`src/rtl/viterbi_acs4.sv`:
```
// Add-compare-select array for a 4-state (K=3, 7/5) Viterbi decoder.
// Registers survivor metrics, per-state decisions and the best state.
module viterbi_acs4 #(
    parameter int PMW     = 6,
    parameter int BMW     = 3,
    parameter int INIT_PM = 16
) (
    input  logic             clk,
    input  logic             rst_n,
    input  logic             in_valid,
    input  logic             start,
    input  logic [BMW-1:0]   bm00,
    input  logic [BMW-1:0]   bm01,
    input  logic [BMW-1:0]   bm10,
    input  logic [BMW-1:0]   bm11,
    output logic             out_valid,
    output logic [3:0]       dec,
    output logic [4*PMW-1:0] pm,
    output logic [1:0]       best_state,
    output logic             norm_evt
);

    localparam logic [PMW-1:0] INIT = PMW'(INIT_PM);
    localparam logic [PMW-1:0] ZERO = '0;

    logic [3:0][PMW-1:0] pm_q;
    logic [3:0][PMW-1:0] pred;
    logic [3:0][PMW-1:0] bm_even;
    logic [3:0][PMW-1:0] bm_odd;
    logic [3:0][PMW-1:0] c0;
    logic [3:0][PMW-1:0] c1;
    logic [3:0][PMW-1:0] sel;
    logic [3:0][PMW-1:0] nrm;
    logic [3:0]          take_odd;
    logic                all_msb;
    logic [1:0]          best;
    logic [1:0]          b01;
    logic [1:0]          b23;
    logic                out_valid_q;
    logic [3:0]          dec_q;
    logic [1:0]          best_q;
    logic                norm_q;

    function automatic logic [PMW-1:0] ext(input logic [BMW-1:0] b);
        return {{(PMW-BMW){1'b0}}, b};
    endfunction

    // Frame start replaces the stored metrics with the seed vector.
    always_comb begin
        pred = pm_q;
        if (start) begin
            pred = {INIT, INIT, INIT, ZERO};
        end
    end

    // Trellis labels: even predecessor / odd predecessor per next state.
    always_comb begin
        bm_even[0] = ext(bm00);
        bm_odd[0]  = ext(bm11);
        bm_even[1] = ext(bm10);
        bm_odd[1]  = ext(bm01);
        bm_even[2] = ext(bm11);
        bm_odd[2]  = ext(bm00);
        bm_even[3] = ext(bm01);
        bm_odd[3]  = ext(bm10);
    end

    for (genvar ns = 0; ns < 4; ns++) begin : g_acs
        localparam int P0 = 2 * (ns % 2);
        localparam int P1 = P0 + 1;
        assign c0[ns]       = pred[P0] + bm_even[ns];
        assign c1[ns]       = pred[P1] + bm_odd[ns];
        assign take_odd[ns] = c1[ns] < c0[ns];
        assign sel[ns]      = take_odd[ns] ? c1[ns] : c0[ns];
    end

    assign all_msb = sel[0][PMW-1] & sel[1][PMW-1]
                   & sel[2][PMW-1] & sel[3][PMW-1];

    always_comb begin
        nrm = sel;
        if (all_msb) begin
            for (int i = 0; i < 4; i++) begin
                nrm[i][PMW-1] = 1'b0;
            end
        end
    end

    // Two-level min tree; strict compares keep ties on the lower index.
    always_comb begin
        b01  = (nrm[1] < nrm[0]) ? 2'd1 : 2'd0;
        b23  = (nrm[3] < nrm[2]) ? 2'd3 : 2'd2;
        best = (nrm[b23] < nrm[b01]) ? b23 : b01;
    end

    always_ff @(posedge clk or negedge rst_n) begin
        if (!rst_n) begin
            pm_q        <= {INIT, INIT, INIT, ZERO};
            out_valid_q <= 1'b0;
            dec_q       <= 4'd0;
            best_q      <= 2'd0;
            norm_q      <= 1'b0;
        end else begin
            out_valid_q <= in_valid;
            if (in_valid) begin
                pm_q   <= nrm;
                dec_q  <= take_odd;
                best_q <= best;
                norm_q <= all_msb;
            end
        end
    end

    assign pm         = pm_q;
    assign out_valid  = out_valid_q;
    assign dec        = dec_q;
    assign best_state = best_q;
    assign norm_evt   = norm_q;

endmodule

```
`config.mk`:
```
export PLATFORM = sky130hd
export DESIGN_NAME = viterbi_acs4
export DESIGN_NICKNAME = d
export VERILOG_FILES = /design/src/rtl/viterbi_acs4.sv
export SDC_FILE = /design/constraint.sdc
export NUM_CORES = 1
export LEC_CHECK = 0
export CORE_UTILIZATION = 40
export DETAILED_ROUTE_END_ITERATION = 16
export PLACE_DENSITY_LB_ADDON = 0.3
export SLEW_MARGIN = 0
export SYNTH_ARGS = -nofsm -noshare
export SYNTH_HDL_FRONTEND = slang
export SYNTH_SLANG_ARGS = --single-unit
```
`constraint.sdc`:
```
create_clock -name clk -period 5.9 [get_ports clk]
set_input_delay 0.59 -clock clk [delete_from_list [all_inputs] [get_ports clk]]
set_output_delay 0.59 -clock clk [all_outputs]
set_load 0.005 [all_outputs]
```
Word level (Yosys, flattened, before mapping). Cells that the tools add are included.

Flip-flop bits (word level): 32. Input bits: 16.

Add/sub/neg operators: 8. Magnitude comparators: 9. Mux-type cells: 16. Bitwise gates (word level): 3.

Operators by type and width (number): adder 6 x 3 -> 6 bit (8); < comparator 6 bit (7); 2-to-1 mux 6 bit (6); binary-select mux 6 bit (select 2 bit) (2); 2-to-1 mux 24 bit (1); 2-to-1 mux 1 bit (6); AND 1 bit (3); < comparator 1 x 3 -> 1 bit (second input constant) (1); < comparator 2 x 3 -> 1 bit (second input constant) (1); 2-to-1 mux 2 bit (1).

Depth between registers and ports, before layout. Gate-level depths: netlist of run 1.

Depth in word-level cells: 14. Depth in mapped cells: 37. Mapped depth without buffers: 33.

Worst setup path before layout of run 1. No wires, ideal clock.

Path type: input to register. From: in start. To: reg best_q[0], in the netlist best_state[0]. Library setup time: 0.136 ns. Data arrival time: 7.249 ns. Required time: 5.764 ns. Slack: -1.486 ns. Stages: 35. Buffers on the path: 3. Path through: buf_2 buf_1 buf_1 nor2b_1 ha_1 ha_1 a21oi_1 o22ai_1 xor2_1 ha_1 a21o_1 a31oi_1 nand3_1 a221oi_2 a31oi_2 mux2_2 ha_1 nor3b_2 nor2_1 inv_1 ha_1 and4_1 nand2_1 nand2_1 a31oi_4 mux2_2 ha_1 a21o_1 a21o_1 a21oi_1 inv_1 a211o_1 a221o_1 o2111ai_1 o221ai_2.

Word-level cells in the longest chain between the ends: 14. Elaborated cells on any way between the ends: 34. Classes of those cells: add/sub (8); order compare (7); mux (16); bitwise (3).

Ends and longest elaborated chain: from (decl) (line 11) `input logic start,`; 2-to-1 mux 24 bit * (line 51) `if (start) begin`; adder 6 x 3 -> 6 bit, on equally long branches (line 72, 71); < comparator 6 bit (line 73) `assign take_odd[ns] = c1[ns] < c0[ns];`; 2-to-1 mux 6 bit (line 74) `assign sel[ns] = take_odd[ns] ? c1[ns] : c0[ns];`; AND 1 bit (line 77) `assign all_msb = sel[0][PMW-1] & sel[1][PMW-1]`; AND 1 bit (2 in a row) (line 78) `& sel[2][PMW-1] & sel[3][PMW-1];`; 2-to-1 mux 1 bit (line 82) `if (all_msb) begin`; < comparator 6 bit, on equally long branches (line 92, 91); 2-to-1 mux 1 bit, on equally long branches (line 92, 91); binary-select mux 6 bit (select 2 bit) (line 93) `best = (nrm[b23] < nrm[b01]) ? b23 : b01;`; 2-to-1 mux 6 bit (not written as such) (line 93); < comparator 6 bit (line 93); 2-to-1 mux 2 bit * (line 93); to (signal assigned) (line 108) `best_q <= best;`; to (decl) (line 41) `logic [1:0] best_q;`.

Mark *: on every way between the ends. The rest lies on a longest branch, timed or not. The select of a mux whose other input is x is not followed. A chain may end at the register's enable or synchronous reset.

==> summary.md, run 1 <==
- status: finished, violations left
- violated checks: negative setup slack
- Routability Congestion: 0.946
- most frequent cells in the layout: buf_4, nor2_1, a21oi_1, clkdlybuf4s50_1, inv_1
- cell occurring most often along the worst timing path: a21o_1
- ant diodes: 0
- Clock Latency Late Sink: 300 ps
- number of global-route vias before repair: 4,409
- average size of a mapped cell: 7.97 µm²
- WL/cell: 17.3 µm
- Clock transition at path regs: 80 ps
- final instance area: 6440 µm²
- internal reg-to-reg setup slack: -410 ps
- slew at the pin closest to its max-slew limit: 939 ps
- DR vias: 4,596
- Placement Cell Area: 5850 µm²
- unrepaired setup endpoints after global routing: true
- most used flip-flop cell after synthesis: dfrtp_1
- total of max-cap violations: 0
- net count after synthesis: 570
- number of flops mapped to enable cells by yosys: 0
- total clock buffers created by CTS: 5
- Setup crit end: best_state[0]
- DIE WIDTH: 102 µm
- worst slack, placed: -1300 ps
- CP required: 6060 ps
- hold violation total from the final report: 0
- max-slew violations: 0
- Global Route Usage Sum: 27.5%
- highest fanout seen on the critical path: 5
- number of placed I/O pins: 48
- Total Nets Final: 765
- most common cell after layout, fill and taps aside: buf_4
- maximum number of pins on one net before global-route repair: 51
- global route total overflow: 0
- input/output buffers: 47
- relative slew slack: 37.4%
- r2r endpoint: best_state[0]
- number of cells traversed by the worst register-to-register path: 31
- first element of the critical path: bm01[0]
- Clk Tree Root Cell: clkbuf_8
- async set-reset flop share out of synthesis: 100%
- number of distinct standard cells referenced by the synthesized netlist: 63
- WS Path Type: primary input to register
- gate count of the mapped netlist: 505
- critical path startpoint category: primary input
- Die Span Y: 102 µm
- type of the tightest min-delay check: primary input to async pin
- global-route wire length before repair: 22.1 mm
- final worst slack: -513 ps
- count of H-tree levels built during CTS: 2
- number of vias per cell: 5.51
- placed wire-length estimate after detailed placement: 10.6 mm
- Worst Path Buf+Inv: 5
- residual antenna-violating net count after detailed routing: 0
- Fmax achieved: 156 MHz
- number of warnings issued by yosys: 0
- Starting DRT DRC Count: 320
- flip-flop and latch count after synthesis: 32
- summed instance area of the synthesized netlist: 4030 µm²
- fin crit share: 109%
- minimum period implied by the final worst setup slack: 6410 ps
- DRC violation count after routing: 0
- DRT Pass-1 Iters: 5
- Clock Sinks: 32
- number of placement rows: 36
- critical register-to-register path startpoint: pm[7]
- core region area: 9770 µm²
- Starting Density: 41.2%
- Worst Skew: 4.63 ps
- sequential cell area fraction in the yosys report: 20.0%
- area enclosed by the die boundary: 10,500 µm²
- data arrival time of the critical path: 6570 ps
- Final Routed Wirelength: 14.4 mm
- Final Instance Count excl. Fillers: 834
- instance count on the critical path: 30
- largest stage delay on the critical path: 450 ps
- Crit-path slowest cell: clkdlybuf4s50_1
- Layout area overhead: 60.0%
- initial antenna violation count: 0
- fraction of final layout cells sized beyond drive strength 1: 41.9%
- Critical Path Sink Type: register
- worst-case clock buffer depth: 2
- final core utilization: 65.9%
- cell count after placement: 806
- family of cells with the greatest summed delay on the critical path: compound AO/OA/AOI/OAI gates
- Finish-stage setup viols: 2
- TritonCTS clock tree: done
-- how the worst min path moves through the flow --
stage,cells after the start,start,endpoint
final,1,rst_n,pm[1]
after global routing,1,rst_n,pm[3]
after CTS,1,rst_n,pm[3]
after detailed placement,1,dec[1],dec[1]
after global placement,2,dec[3],dec[3]
after floorplan,0,rst_n,best_state[0]
-- per-layer routing --
layer	up-vias	global-route usage [%]	routed length, µm
met5	-	0	0
met4	0	9.12	343
met3	35	3.21	589
met2	136	45.2	6830
met1	2198	37.4	6670
li1	2227	-	-
-- state kept, by name, summed over array words and instances, names as in the netlist --
signal      cells
norm_evt        1
dec             4
best_state      2
pm             24
out_valid       1
-- metrics by stage --
stage               setup TNS, ps  hold WS, ps
global route                -1500          417
floorplan                   -1130          294
global placement            -2050          487
finish                       -966          350
CTS                         -1110          400
detailed placement          -2560          496
-- kinds of logic after synthesis --
kind of cell	after synthesis	share of synthesized area, %
DFF	32	20.0
buffers and inverters	67	6.71
muxes	38	9.98
xor gates and xnor gates	29	6.31
adders and majority gates	50	15.5
AOI/OAI and AO/OA	157	26.1
and+or+nand+nor	132	15.4
-- area by class of cell --
cell class              instances  area [µm²]
multi-input cells             406        3470
fillers                       780        3340
repair buffers                218        1770
flip-flops and latches         32         805
well taps                     133         166
inverters                      37         141
clock buffers                   6        72.6
clock inverters                 2        12.5
-- Yosys cell counts (all sizes together) (6+ instances only) --
master  number  area, µm²
nand2       29        109
nor2        53        199
nor3         6       30.0
mux2        17        191
o21ai       26        134
clkbuf      14       53.8
dfrtp       29        726
ha          49        613
mux2i       21        210
a21oi       62        322
buf         16       77.6
inv         37        139
xor2         8       70.1
a21o         9       67.6
nand3        7       35.0
xnor2       21        184
nor2b        9       56.3
o22ai       16        106
nand2b      13       81.3
a32o         6       60.1
-- repair_timing --
item | 4_1_cts | 5_1_grt
gates resized for setup | 26 | 60
setup endpoints to repair | 2 | 2
hold buffers | 0 | 0
setup buffers | 11 | 10
cloned | 0 | 0
pin swaps | 23 | 40
Power of run 1 is left out: the tool's default activity adds up to more than one toggle a clock period on the data nets, which glitch-free logic cannot reach.
==> run 2, diff against run 1 <==
--- a/config.mk
+++ b/config.mk
@@ -6,6 +6,7 @@
 export NUM_CORES = 1
 export LEC_CHECK = 0
 export CORE_UTILIZATION = 40
+export CTS_BUF_LIST = sky130_fd_sc_hd__clkbuf_8
 export DETAILED_ROUTE_END_ITERATION = 16
 export PLACE_DENSITY_LB_ADDON = 0.3
 export SLEW_MARGIN = 0
==> run 2 against run 1 <==
  * Final cell count unchanged
  * Utilization unchanged
  * Routed wire length about the same
  * First-iteration DRC count unchanged
  * Global-route usage unchanged
  * Sequential share of layout area unchanged
  * Worst setup slack about the same
  * Clock skew unchanged
  * Fmax about the same
  * The flow still finishes with violations (negative setup slack)
  * Critical path type unchanged
  * Via count unchanged
  * Register-to-register slack about the same
==> summary.md, run 2 (synthesis results as in run 1) <==
- Clock Latency Late Sink: 300 ps, about the same
- Global Route Usage Sum: 27.5%, unchanged
- total clock buffers created by CTS: 5, unchanged
- placed wire-length estimate after detailed placement: 10.6 mm, unchanged
- type of the tightest min-delay check: primary input to async pin
- cell occurring most often along the worst timing path: a21o_1
- input/output buffers: 47, unchanged
- ant diodes: 0, unchanged
- Critical Path Sink Type: register
- largest stage delay on the critical path: 450 ps, about the same
- Starting DRT DRC Count: 320, unchanged
- number of global-route vias before repair: 4,409, unchanged
- final worst slack: -513 ps, +0.0960 ps
- total of max-cap violations: 0, unchanged
- hold violation total from the final report: 0, unchanged
- global route total overflow: 0, unchanged
- global-route wire length before repair: 22.1 mm, unchanged
- final instance area: 6440 µm², unchanged
- Crit-path slowest cell: clkdlybuf4s50_1
- Clock Sinks: 32, unchanged
- worst-case clock buffer depth: 2, unchanged
- final core utilization: 65.9%, unchanged
- Placement Cell Area: 5850 µm², unchanged
- WL/cell: 17.3 µm, about the same
- Clk Tree Root Cell: clkbuf_8
- most frequent cells in the layout: buf_4, nor2_1, a21oi_1, inv_1, clkdlybuf4s50_1
- number of placement rows: 36, unchanged
- core region area: 9770 µm², unchanged
- critical path startpoint category: primary input
- residual antenna-violating net count after detailed routing: 0, unchanged
- Worst Skew: 4.63 ps, unchanged
- initial antenna violation count: 0, unchanged
- CP required: 6060 ps, about the same
- Total Nets Final: 765, unchanged
- data arrival time of the critical path: 6570 ps, about the same
- DIE WIDTH: 102 µm, unchanged
- Finish-stage setup viols: 2, unchanged
- number of vias per cell: 5.51, unchanged
- smallest hold slack: 350 ps, unchanged
- Final Routed Wirelength: 14.4 mm, about the same
- number of placed I/O pins: 48, unchanged
- fin crit share: 109%, about the same
- most common cell after layout, fill and taps aside: buf_4
- Clock transition at path regs: 80 ps, about the same
- Starting Density: 41.2%, unchanged
- Worst Path Buf+Inv: 5, unchanged
- max-slew violations: 0, unchanged
- DR vias: 4,596, unchanged
- status: finished, violations left
- highest fanout seen on the critical path: 5, unchanged
- DRC violation count after routing: 0, unchanged
- Fmax achieved: 156 MHz, about the same
- Die Span Y: 102 µm, unchanged
- DRT Pass-1 Iters: 5, unchanged
- maximum number of pins on one net before global-route repair: 51, unchanged
- max FFs per register: 24, unchanged
- TritonCTS clock tree: done
- area enclosed by the die boundary: 10,500 µm², unchanged
- WS Path Type: primary input to register
- Routability Congestion: 0.946, unchanged
- final-layout setup total negative slack: -966 ps, +0.185 ps
- minimum period implied by the final worst setup slack: 6410 ps, -0.0960 ps
- violated checks: negative setup slack
- fraction of final layout cells sized beyond drive strength 1: 41.9%, unchanged
- Layout area overhead: 60.0%, unchanged
- family of cells with the greatest summed delay on the critical path: compound AO/OA/AOI/OAI gates
- count of H-tree levels built during CTS: 2, unchanged
- relative slew slack: 37.4%, unchanged
- unrepaired setup endpoints after global routing: true
- slew at the pin closest to its max-slew limit: 939 ps, unchanged
## run 2: cell count changes in the layout (fill, tap and decap cells not counted)
| cell | change |
|---|---|
| inv_1 | +1 |
| clkbuf_1 | -1 |
## run 2: final timing paths
check,start,end,slack [ps],depth (start not counted)
max in group asynchronous,rst_n,pm[20],5050,1
hold reg to reg,dec[3],dec[3],510,2
setup reg to reg,pm[7],best_state[0],-410,31
setup / recovery,bm01[0],best_state[0],-510,30
min in group clk,dec[3],dec[3],510,2
hold / removal,rst_n,pm[1],350,1
## run 2: through the flow
stage	setup WS, ps	instances
final	-513	834
after CTS	-575	825
after global placement	-1050	806
after floorplan	-586	505
after detailed placement	-1300	806
after global routing	-774	834
## run 2: area by class of cell
type / instances / area, µm²
clock buffer: 5 / 68.8
timing repair buffer: 218 / 1770
clock inverter: 3 / 16.3
tap: 133 / 166
multi-input combinational: 406 / 3470
sequential: 32 / 805
inverter: 37 / 141
fill: 780 / 3340
## run 2: repair_timing
action	CTS	global route
setup buffers	11	10
pin swaps	23	40
gates resized for setup	26	60
hold buffers	0	0
setup endpoints to repair	2	2
## run 2: worst reg2reg max path, delay by kind of cell, from the launching register on
| kind | cells | cell delay (ps) |
|---|---|---|
| and+or+nand+nor | 4 | 270 |
| DFF | 1 | 420 |
| xor gates and xnor gates | 2 | 430 |
| AOI/OAI and AO/OA | 15 | 2820 |
| muxes | 1 | 240 |
| buffers and inverters | 4 | 460 |
| adders and majority gates | 5 | 1510 |
## run 2: routing by layer
metal  GRT usage [%]  up-vias  wire [µm]
met2            45.2      136       6830
met3            3.21       35        589
li1                -     2227          -
met5               0        -          0
met1            37.4     2198       6670
met4            9.12        0        343
Power of run 2 is left out for the same reason.
==> run 3, diff against run 2 <==
==> constraint.sdc (replaced) <==
create_clock -name clk -period 5.83 [get_ports clk]
set_input_delay 0.583 -clock clk [delete_from_list [all_inputs] [get_ports clk]]
set_output_delay 0.583 -clock clk [all_outputs]
set_load 0.005 [all_outputs]
==> run 3 against run 2 <==
  * The run still ends with negative setup slack left
  * Non-clock buffer count is 6 higher
  * Clock-buffer cell count stayed put
  * Utilization is 1.2 points higher
  * Cell area is 1.8% higher
  * Critical path depth is 2 higher
  * First-iteration DRC count is 11% higher
  * Sequential share of layout area is 0.22 points lower
  * Clock skew is 17 ps higher
  * Routed wire length is 4.8% higher
  * Worst setup slack worse by 18 ps
  * Critical path type unchanged
==> summary.md, run 3 (synthesis results as in run 1) <==
- relative slew slack: 34.7%, -2.7 points
- Die Span Y: 102 µm, unchanged
- status: finished, violations left
- Clock Latency Late Sink: 310 ps, about the same
- max FFs per register: 24, unchanged
- slew at the pin closest to its max-slew limit: 980 ps, +40.7 ps
- Critical Path Sink Type: register
- Finish-stage setup viols: 2, unchanged
- DR vias: 4,760, +3.6%
- input/output buffers: 47, unchanged
- core region area: 9770 µm², unchanged
- final-layout setup total negative slack: -1030 ps, -62.4 ps
- WS Path Type: primary input to register
- Crit-path slowest cell: mux2_4
- cell count after placement: 809, +0.37%
- Total Nets Final: 771, +0.78%
- ant diodes: 0, unchanged
- family of cells with the greatest summed delay on the critical path: compound AO/OA/AOI/OAI gates
- unrepaired setup endpoints after global routing: true
- TritonCTS clock tree: done
- CP required: 5970 ps, -90 ps
- WL/cell: 18.0 µm, +4.0%
- maximum number of pins on one net before global-route repair: 51, unchanged
- Starting Density: 41.2%, unchanged
- fin crit share: 109%
- Clock transition at path regs: 90 ps, about the same
- final worst slack: -531 ps, -18.2 ps
- Starting DRT DRC Count: 356, +11%
- global route total overflow: 0, unchanged
- number of global-route vias before repair: 4,584, +4.0%
- DIE WIDTH: 102 µm, unchanged
- area enclosed by the die boundary: 10,500 µm², unchanged
- largest stage delay on the critical path: 350 ps, -100 ps
- placed wire-length estimate after detailed placement: 10.7 mm, +1.7%
- Fmax achieved: 157 MHz
- Layout area overhead: 62.9%
- number of cells traversed by the worst register-to-register path: 32, +3.2%
- critical path startpoint category: primary input
- total clock buffers created by CTS: 5, unchanged
- data arrival time of the critical path: 6500 ps, -70 ps
- Global Route Usage Sum: 28.7%, +1.2 points
- DRT Pass-1 Iters: 5, unchanged
- total of max-cap violations: 0, unchanged
- fraction of final layout cells sized beyond drive strength 1: 43.6%, +1.6 points
- Routability Congestion: 0.960, +1.5%
- residual antenna-violating net count after detailed routing: 0, unchanged
- highest fanout seen on the critical path: 5, unchanged
- most common cell after layout, fill and taps aside: buf_4
- global-route wire length before repair: 23.0 mm, +4.3%
- Final Routed Wirelength: 15.1 mm, +4.8%
- hold violation total from the final report: 0, unchanged
- Clk Tree Root Cell: clkbuf_8
- type of the tightest min-delay check: primary input to async pin
- instance count on the critical path: 32, +6.7%
- worst-case clock buffer depth: 2, unchanged
- Worst Path Buf+Inv: 3, -2
- DRC violation count after routing: 0, unchanged
- Final Instance Count excl. Fillers: 840, +0.72%
- count of H-tree levels built during CTS: 2, unchanged
- most frequent cells in the layout: buf_4, nor2_1, a21oi_1, inv_1, clkdlybuf4s50_1
- Hold Buf Count CTS: 0, unchanged
- max-slew violations: 0, unchanged
- violated checks: negative setup slack
- initial antenna violation count: 0, unchanged
- Clock Sinks: 32, unchanged
- Worst Skew: 22.1 ps, +17.5 ps
- number of placement rows: 36, unchanged
- minimum period implied by the final worst setup slack: 6360 ps
- number of placed I/O pins: 48, unchanged
- number of vias per cell: 5.67, +2.8%
[run 3: changes by cell type in the layout (fill, tap and decap cells not counted), sizes merged]
| cell | before | now |
|---|---|---|
| buf | 174 | 180 |
| dlygate4sd2 | 2 | 6 |
| clkbuf | 7 | 5 |
| clkdlybuf4s50 | 36 | 34 |
| clkinvlp | 1 | 0 |
| inv | 38 | 39 |
[run 3: per-layer routing]
layer	wire (µm)	GRT usage, %
met4	407	9.34
met3	822	3.90
met5	0	0
met2	7300	48.1
met1	6590	38.1
[run 3: what timing repair did]
| action | CTS | global route |
|---|---|---|
| buffers inserted | 17 | 7 |
| setup endpoints to repair | 2 | 2 |
| pin swaps | 32 | 36 |
| hold endpoints to repair | 0 | 0 |
| resized for setup | 58 | 45 |
[run 3: area by class of cell]
class / instances / area (µm²)
flip-flops and latches: 32 / 805
clock buffers: 5 / 68.8
inverters: 37 / 141
clock inverters: 3 / 12.5
well taps: 133 / 166
fillers: 758 / 3220
repair buffers: 224 / 1840
multi-input cells: 406 / 3530
[run 3: worst paths after layout]
path                       startpoint       endpoint  slack (ps)
max                           bm00[1]  best_state[0]        -530
min                             rst_n          pm[2]         350
max reg2reg                     pm[0]  best_state[0]        -520
min reg2reg                    dec[3]         dec[3]         510
max in group asynchronous       rst_n         pm[21]        4950
min in group clk               dec[3]         dec[3]         510
[run 3: through the flow]
stage	hold slack [ps]	cell area (µm²)	setup WS, ps	util [%]
2_1_floorplan	287	4260	-649	-
3_3_place_gp	489	5870	-1080	60.0
3_5_place_dp	501	5870	-1270	60.0
4_1_cts	375	6350	-512	65.0
5_1_grt	401	6560	-814	67.1
6_report	347	6560	-531	67.1
Power of run 3 is left out for the same reason.
